### src/rtl/muldiv_ctrl.sv
// Iterative MULT/MULTU/DIV/DIVU sequencer that owns the HI/LO pair.
// Also executes MTHI/MTLO, and raises busy so hazard logic can stall MFHI/MFLO.
module muldiv_ctrl #(
    parameter int WIDTH = 32
) (
    input  logic             clk,
    input  logic             reset,
    input  logic             start,
    input  logic [2:0]       op,
    input  logic [WIDTH-1:0] rs_val,
    input  logic [WIDTH-1:0] rt_val,
    output logic             busy,
    output logic             done,
    output logic [WIDTH-1:0] hi,
    output logic [WIDTH-1:0] lo
);

    localparam int CW = (WIDTH > 1) ? $clog2(WIDTH) : 1;
    localparam logic [CW-1:0] LAST = CW'(WIDTH - 1);

    typedef enum logic [1:0] {
        IDLE = 2'd0,
        RUN  = 2'd1,
        FIX  = 2'd2
    } state_t;

    state_t state_q, state_d;

    logic [CW-1:0]    cnt_q, cnt_d;
    // acc: product high half while multiplying, partial remainder while dividing
    logic [WIDTH-1:0] acc_q, acc_d;
    // low: multiplier/product low half, or dividend/quotient
    logic [WIDTH-1:0] low_q, low_d;
    // opnd: multiplicand or divisor magnitude
    logic [WIDTH-1:0] opnd_q, opnd_d;
    logic             div_q, div_d;
    logic             neg_q, neg_d;
    logic             rneg_q, rneg_d;
    logic             dz_q, dz_d;
    logic [WIDTH-1:0] rsraw_q, rsraw_d;
    logic [WIDTH-1:0] hi_q, hi_d;
    logic [WIDTH-1:0] lo_q, lo_d;
    logic             done_q, done_d;

    // Operand conditioning for the signed forms
    logic             signed_op;
    logic             rs_neg;
    logic             rt_neg;
    logic [WIDTH-1:0] rs_mag;
    logic [WIDTH-1:0] rt_mag;

    // Shared add/subtract path, two guard bits for carry and borrow
    logic [WIDTH+1:0] add_a;
    logic [WIDTH+1:0] add_b;
    logic [WIDTH+1:0] sum;

    // Sign-corrected results used in FIX
    logic [2*WIDTH-1:0] prod;
    logic [2*WIDTH-1:0] prod_fix;
    logic [WIDTH-1:0]   quo_fix;
    logic [WIDTH-1:0]   rem_fix;

    // Magnitudes of the incoming operands; 0x80..0 maps to unsigned 2^(W-1)
    always_comb begin
        signed_op = ~op[0];
        rs_neg    = signed_op & rs_val[WIDTH-1];
        rt_neg    = signed_op & rt_val[WIDTH-1];
        rs_mag    = rs_neg ? (~rs_val + 1'b1) : rs_val;
        rt_mag    = rt_neg ? (~rt_val + 1'b1) : rt_val;
    end

    // One adder: acc+opnd for multiply, (acc:next bit)-opnd for divide
    always_comb begin
        add_a = div_q ? {1'b0, acc_q, low_q[WIDTH-1]}
                      : {2'b00, acc_q};
        add_b = div_q ? ~{2'b00, opnd_q} : {2'b00, opnd_q};
        sum   = add_a + add_b + {{(WIDTH+1){1'b0}}, div_q};
    end

    // Final sign fix-ups applied on the FIX edge
    always_comb begin
        prod     = {acc_q, low_q};
        prod_fix = neg_q ? (~prod + 1'b1) : prod;
        quo_fix  = neg_q ? (~low_q + 1'b1) : low_q;
        rem_fix  = rneg_q ? (~acc_q + 1'b1) : acc_q;
    end

    // Next-state and datapath updates
    always_comb begin
        state_d = state_q;
        cnt_d   = cnt_q;
        acc_d   = acc_q;
        low_d   = low_q;
        opnd_d  = opnd_q;
        div_d   = div_q;
        neg_d   = neg_q;
        rneg_d  = rneg_q;
        dz_d    = dz_q;
        rsraw_d = rsraw_q;
        hi_d    = hi_q;
        lo_d    = lo_q;
        done_d  = 1'b0;

        unique case (state_q)
            IDLE: begin
                if (start) begin
                    if (!op[2]) begin
                        state_d = RUN;
                        cnt_d   = '0;
                        acc_d   = '0;
                        div_d   = op[1];
                        neg_d   = rs_neg ^ rt_neg;
                        rneg_d  = rs_neg;
                        dz_d    = op[1] & (rt_val == '0);
                        rsraw_d = rs_val;
                        low_d   = op[1] ? rs_mag : rt_mag;
                        opnd_d  = op[1] ? rt_mag : rs_mag;
                    end else if (op == 3'b100) begin
                        hi_d = rs_val;
                    end else if (op == 3'b101) begin
                        lo_d = rs_val;
                    end
                end
            end
            RUN: begin
                cnt_d = cnt_q + CW'(1);
                if (div_q) begin
                    if (!sum[WIDTH+1]) begin
                        acc_d = sum[WIDTH-1:0];
                        low_d = {low_q[WIDTH-2:0], 1'b1};
                    end else begin
                        acc_d = add_a[WIDTH-1:0];
                        low_d = {low_q[WIDTH-2:0], 1'b0};
                    end
                end else begin
                    if (low_q[0]) begin
                        acc_d = sum[WIDTH:1];
                        low_d = {sum[0], low_q[WIDTH-1:1]};
                    end else begin
                        acc_d = {1'b0, acc_q[WIDTH-1:1]};
                        low_d = {acc_q[0], low_q[WIDTH-1:1]};
                    end
                end
                if (cnt_q == LAST) begin
                    state_d = FIX;
                end
            end
            FIX: begin
                state_d = IDLE;
                done_d  = 1'b1;
                cnt_d   = '0;
                if (dz_q) begin
                    hi_d = rsraw_q;
                    lo_d = '1;
                end else if (div_q) begin
                    hi_d = rem_fix;
                    lo_d = quo_fix;
                end else begin
                    hi_d = prod_fix[2*WIDTH-1:WIDTH];
                    lo_d = prod_fix[WIDTH-1:0];
                end
            end
            default: begin
                state_d = IDLE;
            end
        endcase
    end

    // State register
    always_ff @(posedge clk) begin
        if (reset) begin
            state_q <= IDLE;
        end else begin
            state_q <= state_d;
        end
    end

    // Datapath and architectural registers
    always_ff @(posedge clk) begin
        if (reset) begin
            cnt_q   <= '0;
            acc_q   <= '0;
            low_q   <= '0;
            opnd_q  <= '0;
            div_q   <= 1'b0;
            neg_q   <= 1'b0;
            rneg_q  <= 1'b0;
            dz_q    <= 1'b0;
            rsraw_q <= '0;
            hi_q    <= '0;
            lo_q    <= '0;
            done_q  <= 1'b0;
        end else begin
            cnt_q   <= cnt_d;
            acc_q   <= acc_d;
            low_q   <= low_d;
            opnd_q  <= opnd_d;
            div_q   <= div_d;
            neg_q   <= neg_d;
            rneg_q  <= rneg_d;
            dz_q    <= dz_d;
            rsraw_q <= rsraw_d;
            hi_q    <= hi_d;
            lo_q    <= lo_d;
            done_q  <= done_d;
        end
    end

    assign busy = (state_q != IDLE);
    assign done = done_q;
    assign hi   = hi_q;
    assign lo   = lo_q;

endmodule

### config.mk
export PLATFORM = sky130hd
export DESIGN_NAME = muldiv_ctrl
export DESIGN_NICKNAME = d
export VERILOG_FILES = /design/src/rtl/muldiv_ctrl.sv
export SDC_FILE = /design/constraint.sdc
export NUM_CORES = 1
export LEC_CHECK = 0
export BUFFER_PORTS_ARGS = -buffer_cell sky130_fd_sc_hd__buf_2
export CORE_ASPECT_RATIO = 1.25
export CORE_MARGIN = 4
export CORE_UTILIZATION = 35
export CTS_BUF_LIST = sky130_fd_sc_hd__clkbuf_8 sky130_fd_sc_hd__clkbuf_16
export DETAILED_ROUTE_END_ITERATION = 8
export MAX_ROUTING_LAYER = met4
export PLACE_DENSITY = 0.51
export SLEW_MARGIN = 40
export SYNTH_ARGS = -nofsm -noshare
export SYNTH_HDL_FRONTEND = slang
export SYNTH_SLANG_ARGS = --single-unit
### constraint.sdc
create_clock -name clk -period 5.56 [get_ports clk]
set_input_delay 0.834 -clock clk [delete_from_list [all_inputs] [get_ports clk]]
set_output_delay 0.834 -clock clk [all_outputs]
set_load 0.02 [all_outputs]
# Yosys cells after proc, flatten, opt, wreduce, memory -nomap -nowiden

Cells that the tools add are included.

$add $sub $neg: 8
Eq/ne operators: 12
Multiplexer cells: 42
Bitwise operators: 12
Reductions and logical operators: 12

Operators with widths:

| cell                                          | count |
|---|---|
| 2-to-1 mux 32 bit                             | 26 |
| case mux 32 bit (2 select lines)              | 4 |
| adder 32 x 1 -> 32 bit, second input constant | 4 |
| inverter 32 bit                               | 4 |
| adder 64 x 1 -> 64 bit, second input constant | 1 |
| 2-to-1 mux 64 bit                             | 1 |
| inverter 64 bit                               | 1 |
| adder 33 x 34 -> 34 bit                       | 1 |
| adder 34 x 1 -> 34 bit                        | 1 |
| 2-to-1 mux 34 bit                             | 1 |
| inverter 32 -> 34 bit                         | 1 |
| 2-to-1 mux 33 bit                             | 1 |
| logical NOT 32 bit                            | 1 |
| case mux 5 bit (3 select lines)               | 1 |
| inequality test 2 bit, second input constant  | 7 |
| AND reduction 3 bit                           | 4 |
| 2-to-1 mux 5 bit                              | 2 |
| == test 3 bit, second input constant          | 2 |
| 2-to-1 mux 2 bit                              | 3 |
| nonzero test 2 bit                            | 3 |
| adder 5 x 1 -> 5 bit, second input constant   | 1 |
| == test 5 bit, second input constant          | 1 |
| AND reduction 5 bit                           | 1 |
| case mux 2 bit (2 select lines)               | 1 |
| 9 further kinds                               | 13 |

Register bits after elaboration: 204
Input bits: 70
Output and inout bits: 66
Logic and storage cells: 99

# Depth between registers and ports, before layout

Word-level depth: 7
Mapped depth: 18

# Worst setup path after synthesis

Ideal clock, no wire load.

Kind: register -> register
From: reg div_q
To: reg acc_q[26]
Data arrival time: 4.483 ns
Required time: 5.443 ns
Setup slack: 0.959 ns
Cell stages (with the launch flop): 17
Path buffers: 6
Period minus slack after synthesis: 4.601 ns
Cells stage by stage: dfxtp_1 > clkbuf_1 > clkbuf_1 > buf_2 > buf_1 > clkbuf_1 > mux2_2 > ha_1 > a21o_1 > a211o_1 > a221oi_1 > o21ai_0 > or3_1 > buf_2 > a211oi_1 > a21oi_1 > a32o_1

Word-level cells in the longest chain between the ends: 6

Ends and longest elaborated chain:

| item                                                   | line     | RTL |
|---|---|---|
| from (decl)                                            | 36       | `logic div_q, div_d;` |
| from (signal assigned)                                 | 198      | `div_q <= div_d;` |
| 2-to-1 mux 33 bit or 2-to-1 mux 34 bit (tied branches) | 74, 76   |  |
| adder 33 x 34 -> 34 bit                                | 77       | `sum = add_a + add_b + {{(WIDTH+1){1'b0}}, div_q};` |
| adder 34 x 1 -> 34 bit                                 | 77       |  |
| 2-to-1 mux 32 bit, on equally long branches            | 136, 128 |  |
| 2-to-1 mux 32 bit (*)                                  | 127      | `if (div_q) begin` |
| case mux 32 bit (2 select lines) (*)                   | 104      | `unique case (state_q)` |
| to (signal assigned)                                   | 182      | `acc_q <= '0;` |
| to (signal assigned)                                   | 195      | `acc_q <= acc_d;` |
| to (decl)                                              | 31       | `logic [WIDTH-1:0] acc_q, acc_d;` |

Mark *: on every way between the ends. The rest lies on a longest branch, timed or not.
A chain may end at the register's enable or synchronous reset.

# Final worst setup path

From: reg div_q
To: reg acc_q[15]

The elaborated chain is that of the path after synthesis.

==> metrics.cfg <==
[timing]
setup_viol = 0
fin_crit_sh = 0.875
skew_ns = 0.0190
fin_setup_tns_ns = 0
rsz0062_at_grt = false
period_minus_slack_ns = 4.87
worstMarginPinSlew_ns = 0.905
slew_headroom = 0.393
fmax_mhz = 206
drv_slew = 0
hold_viol_final = 0

[cts]
cts.sinks = 204
path_clk_slew_ns = 0.07
cts_resized = 0
cts-htree-levels = 1
ctsLongestPathBuffers = 3
clk_latency_ns = 0.56
cts_buffers = 26
cts_tree = built
hold_buffers = 0
cts_root_buf = clkbuf_16
post-cts-setup-buffer-count = 0

[finish]
regArea_mm2 = 0.00409
num_antenna_cells = 0
final_cell_mix = nand2_1 (282), a21oi_1 (208), dfxtp_1 (203)
nNetsFinal = 2233
layout_commonest_cell = nand2_1
multi_input_area_mm2 = 0.0108
syn_to_final_growth_pct = 11.0
final_cell_count_no_fill = 2716
drive_gt1_frac = 0.140
fillers = 4618

[global_routing]
grt_max_degree = 81
grt_use_total = 0.268
grt-ovfl-total = 0
grt_antenna_before_repair = 1
grt_pass1_vias = 15300
grt_pass1_wl_mm = 98.6

[floorplan]
rows = 86
initial_core_util = 0.356
ioPinCount = 136
dieWidth_um = 198
die_area_mm2 = 0.0486
die_y_um = 245
core_mm2 = 0.0443

[route]
drc = 0
via_per_inst = 5.97
drt_wl_total_mm = 65.7
ant_nets = 0
drt_pass1_iterations = 6
wl_per_cell_um = 24.2
vias = 16200
drtIter0Drc = 1327

[yosys]
syn_avg_cell_area_um2 = 7.37
synth_seq_cells = 204
synth-seq-area-share = 0.259
synthArstFlopShare = 0
synth_area_mm2 = 0.0158
syn_inst = 2142
ys_types = 79
yosysWarnings = 0
yosys_most_used_dff = dfxtp_1
syn_nets = 2250
synth_edf_count = 0

[power]
cellPowerDensity_mw_per_mm2 = 242
leakagePower_uw = 0.00678
vdd_drop_max_v = 0.000246

[place]
dpl.hpwl_mm = 49.7
io_buffers = 135
place_congestion = 0.950
dp.cells = 2668

[worst_setup_path]
path_class = reg -> reg
cpMostUsedCell = buf_4
crit_fanout = 53
endpoint_kind = flop
cp-start-kind = flop
max_stage_delay_ns = 0.84
crit_arrival_ns = 5.28
crit_chain = buf_4 -> xor2_1 -> ha_1 -> a41oi_1 -> o211ai_1 -> nor4b_2 -> nor3_2 -> nor2_2 -> buf_4 -> mux2i_1 -> o221ai_1
slowest_stage = dfxtp_4
r2r_slack_ns = 0.69
worstPathRequired_ns = 5.98

[worst_hold_path]
min_path_type = reg -> reg

[run]
max-cap-violations = 0

[outcome]
outcome = finished clean

-- area by class of cell --
cell class / instances / area share
clock inverters: 15 / 0.00572
multi-input cells: 1688 / 0.615
inverters: 35 / 0.00750
clock buffers: 32 / 0.0425
flip-flops and latches: 204 / 0.233
well taps: 572 / 0.0409
repair buffers: 170 / 0.0549
-- final timing paths --
check,from,to,cells past startpoint
setup / recovery,div_q,acc_q[15],11
hold / removal,rsraw_q[9],rsraw_q[9],2
setup reg to reg,div_q,acc_q[15],11
hold reg to reg,rsraw_q[9],rsraw_q[9],2
-- flip-flops by register name (all words and copies together), names as in the netlist --
| name | cells |
|---|---|
| state_q | 2 |
| acc_q | 32 |
| low_q | 32 |
| div_q | 1 |
| opnd_q | 32 |
| done | 1 |
| hi | 32 |
| dz_q | 1 |
| rsraw_q | 32 |
| lo | 32 |
| cnt_q | 5 |
| rneg_q | 1 |
| neg_q | 1 |
-- through the flow --
step / hold slack (ns) / area (µm²) / utilization / total power (µW) / setup WS [ns]
after global routing: 0.468 / 17500 / 0.395 / 4410 / 0.327
after detailed placement: 0.442 / 16600 / 0.376 / 2570 / 0.781
final: 0.450 / 17500 / 0.395 / 4240 / 0.694
after CTS: 0.450 / 17500 / 0.395 / 4250 / 0.745
after global placement: 0.437 / 16600 / 0.375 / 2570 / 0.931
after floorplan: 0.431 / 15800 / - / 2230 / 0.959
-- cells by family after synthesis --
family / Yosys count / share of synthesized area
muxes: 105 / 0.0699
and+or+nand+nor: 704 / 0.211
buffers and inverters: 250 / 0.0613
AOI/OAI and AO/OA: 670 / 0.274
adders and majority gates: 38 / 0.0306
xor gates and xnor gates: 171 / 0.0949
DFF: 204 / 0.259
-- cells in the mapped netlist, types with 19 or more instances --
cell type,instances,area (µm²)
o31ai_1,25,188
nand2_1,282,1060
mux2i_1,64,641
or3_1,23,144
o221ai_1,37,324
a21o_1,21,158
dfxtp_1,204,4080
ha_1,37,463
nand3_1,33,165
o22ai_1,20,125
nor3_1,56,280
a211oi_1,39,293
clkbuf_1,184,691
inv_1,34,128
a31oi_1,25,156
xor2_1,82,718
a21oi_1,208,1040
o211ai_1,23,173
mux2_2,41,462
o21ai_0,134,671
nor2_1,165,619
nor4_1,19,119
xnor2_1,89,780
-- power breakdown --
| group | leakage, µW | total, µW | switching [µW] | internal, µW |
|---|---|---|---|---|
| logic | 0.00468 | 925 | 612 | 313 |
| registers | 0.00166 | 1630 | 104 | 1530 |
| clock network | 0.000441 | 1680 | 694 | 988 |
| total | 0.00678 | 4240 | 1410 | 2830 |
-- layer usage --
layer	up-vias	global-route usage	share of wire
met5	-	-	0
met4	0	0.111	0.052
met3	124	0.0241	0.041
met2	512	0.454	0.50
met1	7838	0.325	0.41
li1	7730	-	-
-- critical path: cells and delay by family (launching register included) --
family / cells / cell delay [ns]
adder cells (fa/ha/maj): 1 / 0.37
multiplexers: 1 / 0.24
buffers and inverters: 2 / 0.85
flip-flops: 1 / 0.84
AO/OA/AOI/OAI: 3 / 0.78
AND/OR/NAND/NOR: 3 / 1.46
XOR/XNOR: 1 / 0.15
Note: power is estimated with default switching activity, not from simulation.
